==> config.mk <==
export PLATFORM = sky130hd
export DESIGN_NAME = pll_fb_divider_flat
export DESIGN_NICKNAME = d
export VERILOG_FILES = /design/src/rtl/pll_pkg.sv /design/src/rtl/pll_fb_divider_if.sv /design/src/rtl/pll_div_ratio_ctrl.sv /design/src/rtl/pll_fb_divider.sv /design/src/flat_wrapper.sv
export SDC_FILE = /design/constraint.sdc
export NUM_CORES = 1
export LEC_CHECK = 0
export ABC_AREA = 1
export CORE_ASPECT_RATIO = 2
export CORE_MARGIN = 4
export CORE_UTILIZATION = 60
export DETAILED_ROUTE_END_ITERATION = 8
export GPL_TIMING_DRIVEN = 0
export HOLD_SLACK_MARGIN = 0.02
export PLACE_DENSITY_LB_ADDON = 0.05
export SETUP_SLACK_MARGIN = 0.05
export SYNTH_ARGS = -nofsm -noshare
export SYNTH_HDL_FRONTEND = slang
export SYNTH_SLANG_ARGS = --single-unit
==> constraint.sdc <==
create_clock -name finalclk -period 8.1 [get_ports finalclk]
set_input_delay 1.215 -clock finalclk [delete_from_list [all_inputs] [get_ports finalclk]]
set_output_delay 1.215 -clock finalclk [all_outputs]
set_load 0.02 [all_outputs]
==> src/rtl/pll_pkg.sv <==
// Shared PLL definitions: divider width, minimum legal ratio and the
// high-phase length helper used by the feedback divider.
package pll_pkg;

  localparam int PLL_DIV_W    = 8;
  localparam int PLL_DIV_NMIN = 2;

  typedef logic [PLL_DIV_W-1:0] pll_div_t;

  // Number of cycles fbclk stays high in an N-cycle period; odd N rounds up.
  function automatic int unsigned pll_div_high(input int unsigned n);
    return (n + 1) >> 1;
  endfunction

endpackage

==> src/rtl/pll_fb_divider_if.sv <==
// Ratio load/ack handshake plus divided-clock status between the loop
// controller (master) and the feedback divider (slave).
interface pll_fb_divider_if #(
  parameter int W = 8
);
  logic [W-1:0] div_n;
  logic         div_load;
  logic         div_ack;
  logic         div_err;
  logic         fbclk;
  logic         tc;
  logic [W-1:0] cnt;

  modport master (
    output div_n, div_load,
    input  div_ack, div_err, fbclk, tc, cnt
  );

  modport slave (
    input  div_n, div_load,
    output div_ack, div_err, fbclk, tc, cnt
  );
endinterface

==> src/rtl/pll_div_ratio_ctrl.sv <==
// Holds the pending ratio, rejects ratios below the minimum, and hands the
// pending value to the counter at its wrap point.
module pll_div_ratio_ctrl
  import pll_pkg::*;
#(
  parameter int W = PLL_DIV_W
) (
  input  logic         clk,
  input  logic         rst,
  input  logic [W-1:0] div_n,
  input  logic         div_load,
  input  logic         wrap,
  output logic [W-1:0] pend_n,
  output logic         pend_v,
  output logic         apply,
  output logic         div_ack,
  output logic         div_err
);

  logic load_ok;
  logic load_bad;

  always_comb begin
    load_ok  = div_load && (div_n >= W'(PLL_DIV_NMIN));
    load_bad = div_load && (div_n <  W'(PLL_DIV_NMIN));
    apply    = wrap && pend_v;
  end

  // A load coinciding with wrap must survive the clear of the value just applied.
  always_ff @(posedge clk) begin
    if (rst) begin
      pend_v  <= 1'b0;
      div_ack <= 1'b0;
      div_err <= 1'b0;
    end else begin
      div_ack <= apply;
      div_err <= load_bad;
      if (load_ok) begin
        pend_v <= 1'b1;
      end else if (apply) begin
        pend_v <= 1'b0;
      end
    end
  end

  always_ff @(posedge clk) begin
    if (load_ok) begin
      pend_n <= div_n;
    end
  end

endmodule

==> src/rtl/pll_fb_divider.sv <==
// Programmable integer feedback divider: counts finalclk cycles modulo the
// active ratio and drives a registered, glitch-free fbclk to the PFD.
module pll_fb_divider
  import pll_pkg::*;
#(
  parameter int W       = PLL_DIV_W,
  parameter int N_RESET = 4
) (
  input  logic              finalclk,
  input  logic              rst,
  pll_fb_divider_if.slave   bus
);

  logic [W-1:0] cnt_r;
  logic [W-1:0] n_act;
  logic [W-1:0] cnt_next;
  logic [W-1:0] n_eff;
  logic [W-1:0] h_eff;
  logic [W-1:0] pend_n;
  logic         pend_v;
  logic         apply;
  logic         wrap;
  logic         fbclk_r;
  logic         tc_r;
  logic         div_ack;
  logic         div_err;

  pll_div_ratio_ctrl #(.W(W)) u_ratio_ctrl (
    .clk      (finalclk),
    .rst      (rst),
    .div_n    (bus.div_n),
    .div_load (bus.div_load),
    .wrap     (wrap),
    .pend_n   (pend_n),
    .pend_v   (pend_v),
    .apply    (apply),
    .div_ack  (div_ack),
    .div_err  (div_err)
  );

  // fbclk is computed from the ratio in force next cycle so a switch lands cleanly.
  always_comb begin
    wrap     = (cnt_r == n_act - W'(1));
    cnt_next = wrap ? '0 : cnt_r + W'(1);
    n_eff    = apply ? pend_n : n_act;
    h_eff    = W'(pll_div_high(32'(n_eff)));
  end

  always_ff @(posedge finalclk) begin
    if (rst) begin
      cnt_r   <= '0;
      n_act   <= W'(N_RESET);
      fbclk_r <= 1'b0;
      tc_r    <= 1'b0;
    end else begin
      cnt_r   <= cnt_next;
      fbclk_r <= (cnt_next < h_eff);
      tc_r    <= wrap;
      if (apply) begin
        n_act <= pend_n;
      end
    end
  end

  assign bus.cnt     = cnt_r;
  assign bus.fbclk   = fbclk_r;
  assign bus.tc      = tc_r;
  assign bus.div_ack = div_ack;
  assign bus.div_err = div_err;

endmodule

==> src/flat_wrapper.sv <==
// flat-port wrapper written by rule: the top's interface ports become plain ports
module pll_fb_divider_flat import pll_pkg::*;
#(
  parameter int W       = PLL_DIV_W,
  parameter int N_RESET = 4
)
  (finalclk, rst, bus_div_n, bus_div_load, bus_div_ack, bus_div_err, bus_fbclk, bus_tc, bus_cnt);
  pll_fb_divider_if #(.W(W)) bus_i ();
  input  logic finalclk;
  input  logic rst;
  input wire logic [$bits(bus_i.div_n)-1:0] bus_div_n;
  input wire logic [$bits(bus_i.div_load)-1:0] bus_div_load;
  output wire logic [$bits(bus_i.div_ack)-1:0] bus_div_ack;
  output wire logic [$bits(bus_i.div_err)-1:0] bus_div_err;
  output wire logic [$bits(bus_i.fbclk)-1:0] bus_fbclk;
  output wire logic [$bits(bus_i.tc)-1:0] bus_tc;
  output wire logic [$bits(bus_i.cnt)-1:0] bus_cnt;
  assign bus_i.div_n = bus_div_n;
  assign bus_i.div_load = bus_div_load;
  assign bus_div_ack = bus_i.div_ack;
  assign bus_div_err = bus_i.div_err;
  assign bus_fbclk = bus_i.fbclk;
  assign bus_tc = bus_i.tc;
  assign bus_cnt = bus_i.cnt;
  pll_fb_divider #(.W(W), .N_RESET(N_RESET)) u_core (.finalclk(finalclk), .rst(rst), .bus(bus_i));
endmodule
==> results.toml <==
[sta]
timing.final.hold_violations = 0
report.final.slew_viol_count = 0
tns_ps = 0
clock-skew-final_ps = 5.998
fmax_mhz = 299.8
post-route-period-util = 0.4118
worstMarginPinSlew_ps = 515.9
fin_hold_ws_ps = 563.2
period_minus_slack_ps = 3336
rsz0062_at_grt = "false"
finalWorstSetupSlack_ps = 4764
relSlewSlack = 0.6561
setup_violations = 0

[detailed_routing]
detail_route.iter0.violations = 38
route.antenna.remaining_nets = 0
drtPass1Iterations = 4
wl_um = 4173
drc = 0
viasPerCell = 5.436
dr_total_vias = 1707
wl_per_cell_um = 13.29

[finish]
num-fill-cells = 239
nNetsFinal = 304
share_of_cells_above_drive_strength_1 = 0.1268
syn_to_final_growth_pct = 17.98
ant_cells = 0

[pwr]
static-leakage-power_nw = 1.059
p_comb_frac = 0.262
sequential_power_share = 0.428
power_density_nw_per_um2 = 176.2
sw_frac_of_total = 0.3112
worst_ir_drop_vdd_v = 0.0001548
clkPwrFrac = 0.310
power.switching_mw = 0.1216
power.internal_mw = 0.2691

[synth]
yosys_register_bits = 29
synth_largest_area_cell = "sky130_fd_sc_hd__dfxtp_1"
count_of_distinct_cell_types_in_the_synthesized_netlist = 31
postSynthCellCount = 255
synth_warn = 0
ys_seq_area_frac = 0.3515
syn_area_um2 = 1879
synth_largest_type_area_fraction = 0.2237
synthesis.nets = 276
ys_top_cells_by_area = "sky130_fd_sc_hd__dfxtp_1 22%, sky130_fd_sc_hd__nand2_1 14%, sky130_fd_sc_hd__edfxtp_1 13%"
synthesized_area_per_cell_um2 = 7.370

[critical_path]
crit_family = "adder cells"
cp_arrival_ps = 3550
crit_required_ps = 8310
worst-path-stages = 20
cell_breakdown_of_the_critical_path = "inv_2 > ha_1 > xor2_1 > o21ai_0 > nor2_4 > buf_6 > nand2_8 > nor2_8 > o21ai_2 > inv_2 > ha_1 > nand2_1 > nor2_2 > xor2_1 > ha_1 > nand2_1 > inv_1 > nand2_1 > nand2_1 > a21oi_1"
worst-r2r-cell-count = 20
startpoint_type = "flip-flop"
critPathBufInv = 4
cp_slowest_cell = "sky130_fd_sc_hd__dfxtp_1"
timing_worst_setup_path_type = "reg -> reg"
crit_path_frequent_cell = "sky130_fd_sc_hd__nand2_1"
delay_of_the_slowest_cell_on_the_worst_path_ps = 470
critPathMaxFanout = 10
endpoint_kind = "flip-flop"

[clock_network]
cts-hold-fix-buffers = 0
ctsRootBufferMaster = "sky130_fd_sc_hd__clkbuf_8"
clk_pin_slew_ps = 60
cts_repair_resize_count = 0
cts_inserted_buffers = 5
cts_sinks = 29
cts.htree.levels = 2
clock_latency_ps = 280
cts_buffer_depth = 2
post-cts-setup-buffers = 0
cts_tree = "done"

[placed_design]
place_congestion = 0.8596
pre_cts_ws_ps = 4783
dp_hpwl_um = 3384
io_buffers = 21

[grt]
grt_first_pass_wirelength_um = 6975
grt_max_degree = 11
first_global_vias = 1661
track_usage = 0.2396
grt_overflow_total = 0
antenna_found_initial = 0

[floorplanning]
die_width_um = 47.58
core_area_um2 = 2978
io-pin-count = 23
initial_core_utilization = 0.6311
fp.dieH_um = 87.15
std_cell_rows = 28
die_area_um2 = 4146

[hold_path]
hp-class = "reg -> reg"
hold-path-cell-count = 2

[status]
result_of_the_run = "completed"

[job]
max_cap_viol_count = 0
## cell type report
class                           instances  area [µm²]  share of cell area
Clock buffer                            8       90.09             0.04063
Buffer                                  7       51.30             0.02314
Inverter                               31       116.4             0.05248
Tap cell                               30       37.54             0.01693
Timing Repair Buffer                   21       210.2             0.09481
Sequential cell                        29       660.6              0.2980
Multi-Input combinational cell        188        1051              0.4740
## layer usage
metal / routed length, µm / track usage / up-vias
met2: 2378 / 0.4291 / 43
met5: 0 / 0 / -
met1: 1404 / 0.2228 / 767
met4: 221 / 0.1471 / 0
met3: 168 / 0.05590 / 17
li1: - / - / 880
## cells in the final DEF (no fill, tap or decap), types with 3 or more instances in the layout
master / netlist / routed
sky130_fd_sc_hd__a21oi_1: 5 / 5
sky130_fd_sc_hd__clkdlybuf4s50_1: 0 / 21
sky130_fd_sc_hd__clkbuf_1: 2 / 4
sky130_fd_sc_hd__xor2_1: 8 / 8
sky130_fd_sc_hd__inv_1: 26 / 26
sky130_fd_sc_hd__nand3_2: 3 / 3
sky130_fd_sc_hd__nand4_1: 12 / 12
sky130_fd_sc_hd__nand3_1: 10 / 10
sky130_fd_sc_hd__clkbuf_8: 0 / 6
sky130_fd_sc_hd__nor2_4: 4 / 4
sky130_fd_sc_hd__nand2_2: 5 / 5
sky130_fd_sc_hd__inv_2: 5 / 5
sky130_fd_sc_hd__edfxtp_1: 8 / 8
sky130_fd_sc_hd__ha_1: 10 / 10
sky130_fd_sc_hd__buf_6: 3 / 3
sky130_fd_sc_hd__nor4_1: 4 / 4
sky130_fd_sc_hd__dfxtp_1: 21 / 21
sky130_fd_sc_hd__nor2_1: 31 / 31
sky130_fd_sc_hd__nor3_1: 8 / 8
sky130_fd_sc_hd__nand2_1: 70 / 70
sky130_fd_sc_hd__xnor2_1: 3 / 3
## registers in the layout, indices dropped and copies added, names as in the netlist
name and flops:
u_core.n_act 8, u_core.u_ratio_ctrl.div_err 1, u_core.u_ratio_ctrl.div_ack 1, u_core.u_ratio_ctrl.pend_v 1, u_core.u_ratio_ctrl.pend_n 8, u_core.bus.tc 1
u_core.bus.cnt 8, u_core.bus.fbclk 1
## cell usage after synthesis
cell type and instances:
sky130_fd_sc_hd__buf_6 3, sky130_fd_sc_hd__dfxtp_1 21, sky130_fd_sc_hd__edfxtp_1 8, sky130_fd_sc_hd__inv_1 26, sky130_fd_sc_hd__or2_2 1, sky130_fd_sc_hd__nor3_1 8, sky130_fd_sc_hd__buf_2 2, sky130_fd_sc_hd__or2_0 1
sky130_fd_sc_hd__clkbuf_1 2, sky130_fd_sc_hd__o21ai_1 2, sky130_fd_sc_hd__nand4_2 1, sky130_fd_sc_hd__inv_2 5, sky130_fd_sc_hd__o21ai_0 2, sky130_fd_sc_hd__and3_1 1, sky130_fd_sc_hd__nand3b_1 1, sky130_fd_sc_hd__nor4_1 4
sky130_fd_sc_hd__nand2_1 70, sky130_fd_sc_hd__xnor2_1 3, sky130_fd_sc_hd__nand4_1 12, sky130_fd_sc_hd__nor2_2 2, sky130_fd_sc_hd__nor2_4 4, sky130_fd_sc_hd__xor2_1 8, sky130_fd_sc_hd__o21ai_2 2, sky130_fd_sc_hd__nand2_8 1
sky130_fd_sc_hd__ha_1 10, sky130_fd_sc_hd__nor2_8 1, sky130_fd_sc_hd__nor2_1 31, sky130_fd_sc_hd__nand3_1 10, sky130_fd_sc_hd__nand3_2 3, sky130_fd_sc_hd__nand2_2 5, sky130_fd_sc_hd__a21oi_1 5
## power groups by stage
stage          sequential (mW)  clock [mW]  combinational (mW)
2_1_floorplan            0.175           0              0.0657
3_3_place_gp             0.170           0              0.0996
3_5_place_dp             0.171           0               0.102
4_1_cts                  0.167       0.125               0.103
5_1_grt                  0.169       0.131               0.114
6_report                 0.167       0.121               0.102
## tightest hold or removal path, delay by kind of cell (launching register included)
kind | cells | cell delay (ps)
AO/OA/AOI/OAI | 1 | 90
flip-flops | 1 | 370
AND/OR/NAND/NOR | 1 | 70
## per-stage QoR
stage	utilization	power, mW	instances	cell area [µm²]
final	0.7445	0.3908	314	2217
after global routing	0.7445	0.4135	314	2217
after CTS	0.7445	0.3951	314	2217
after detailed placement	0.7143	0.2727	306	2127
after global placement	0.7143	0.2697	306	2127
after floorplan	-	0.2406	255	1879
## cell families after synthesis
logic type      Yosys count  synth area share
xor+xnor                 11           0.05127
buf+inv                  38           0.08921
flops                    29            0.3515
compound gates           11           0.03329
fa+ha+maj                10           0.06658
simple gates            156            0.4081
## final timing paths
check	end	slack [ps]	start
hold / removal	u_core.n_act[7]$_SDFF_PP0_	560	u_core.n_act[7]$_SDFF_PP0_
setup / recovery	u_core.bus.fbclk$_SDFF_PP0_	4760	u_core.n_act[0]$_SDFF_PP0_
setup reg to reg	u_core.bus.fbclk$_SDFF_PP0_	4760	u_core.n_act[0]$_SDFF_PP0_
hold reg to reg	u_core.n_act[7]$_SDFF_PP0_	560	u_core.n_act[7]$_SDFF_PP0_
Note: power is estimated with default switching activity, not from simulation.
==> edit, RTL diff (config.mk and constraints unchanged) <==
`PLL_DIV_W`: 8 -> 6.
--- a/src/rtl/pll_pkg.sv
+++ b/src/rtl/pll_pkg.sv
@@ -2,7 +2,7 @@
 // high-phase length helper used by the feedback divider.
 package pll_pkg;
 
-  localparam int PLL_DIV_W    = 8;
+  localparam int PLL_DIV_W    = 6;
   localparam int PLL_DIV_NMIN = 2;
 
   typedef logic [PLL_DIV_W-1:0] pll_div_t;
Ports: changed (resized bus_cnt and bus_div_n); port bits go from 23 to 19. No check against the original RTL was run, so the function may have changed too.
==> edit against the unedited design <==
- routed wire length fell by 22%
- clock skew fell by 0.0013 ns
- hold slack improved by 0.012 ns
- setup slack improved by 0.27 ns
- final cell count fell by 19%
- total power fell by 32%
- cell area fell by 22%
- core utilization fell by 0.53 points
- synthesized cell count fell by 20%
- area after synthesis fell by 22%
- sequential cell count fell by 6
- critical path type unchanged
- highest routed layer unchanged
==> edit: results (changes against the unedited design) <==
Parameter                              Value

CTS
  CTS H-tree lvls    1 (-1)
  Worst skew pair latency    0.26 ns (-0.02 ns)
  Clock input transition at the sequential cells of the worst setup and hold paths    0.08 ns (+0.02 ns)
  Number of clock buffers inserted by TritonCTS    3 (-2)

Logic synthesis
  Leading post-synthesis cells by instance count    nand2_1, inv_1, nor2_1
  Parity-gate share of the synthesized area counting xor and xnor cells    0.0356 (-0.0156)
  Adder and majority gate portion of the synthesized area    0.0679 (+0.00128)
  Number of unique standard cell types used by synthesis    28 (-9.7%)
  Sequential cell area fraction in the yosys report    0.353 (+0.00131)
  Number of enable-type register cells in the synthesized netlist    6 (-2)
  Mean instance size in the synthesized netlist    7.20 sq um (-2.4%)
  Post-synthesis compound-gate area fraction    0.0331 (-0.000210)
  Syn nets    222 (-20%)
  Area contributors post-synth    dfxtp_1, nand2_1, edfxtp_1

Timing
  Fin Clk Skew    0.00469 ns (-0.00131 ns)
  Tightest hold margin    0.575 ns (+0.0119 ns)
  Fin crit period    3.06 ns (-0.272 ns)
  Worst relative slew slack    0.678 (+0.0222)

Outcome
  Status    complete, no violations

Detailed routing
  Iter 0 DRT Violations    52 (+37%)
  Per-cell via count in the routed design    5.33 (-1.9%)
  Wire length per cell after detailed routing    12.9 microns (-3.2%)

Global route
  Global-route wire length before repair    5610 microns (-20%)
  Pin count of the biggest net entering global routing    13 (+2)
  Number of global-route vias before repair    1365 (-18%)
  Total routing resource utilization after global routing    0.214 (-0.0258)

Power
  Highest ir drop seen on vdd    129 uV (-17%)
  Leakage power    0.840 nW (-21%)

Placed design
  Placed Instance Area    1690 sq um (-21%)
  Post-detail-place hpwl    2700 microns (-20%)
  Worst setup timing slack at the placement stage    5.06 ns (+0.278 ns)
  Instance count after placement with tap cells included    250 (-18%)

Setup path
  Arrival time at the worst endpoint    3.23 ns (-0.32 ns)
  Largest fanout on the critical path    8 (-2)
  Crit path max-delay family    simple AND/OR/NAND/NOR gates

Finish
  Fill cell count    198 (-17%)

Hold path
  Start point of the worst hold path    u_core.n_act[1]
  Min-Delay Endpoint    u_core.n_act[1]
-- edit: cell types whose count changed in the layout (fill, tap and decap cells not counted), moves of 4 or more --
cell	before	now
nand2_1	70	62
nor2_1	31	22
nor3_1	8	2
nand3_1	10	14
nor4_1	4	0
xor2_1	8	4
dfxtp_1	21	17
-- edit: metal layers --
layer / routed length (microns) / GRT usage
met5: 0 / 0
met4: 163 / 0.145
met3: 64 / 0.0252
met2: 1840 / 0.396
met1: 1200 / 0.208
-- edit: power by group --
part           switching (mW)  internal (mW)  total, mW
logic                  0.0385         0.0254     0.0639
clock network          0.0342         0.0350     0.0692
registers             0.00540          0.126      0.131
total                  0.0781          0.186      0.264
-- edit: final cells by class --
type,count,area [sq um],area share
inverters,32,123,0.0707
repair buffers,18,180,0.104
well taps,27,33.8,0.0195
clock buffers,4,45.0,0.0260
flip-flops and latches,23,520,0.300
multi-input cells,148,823,0.475
plain buffers,2,8.76,0.00505
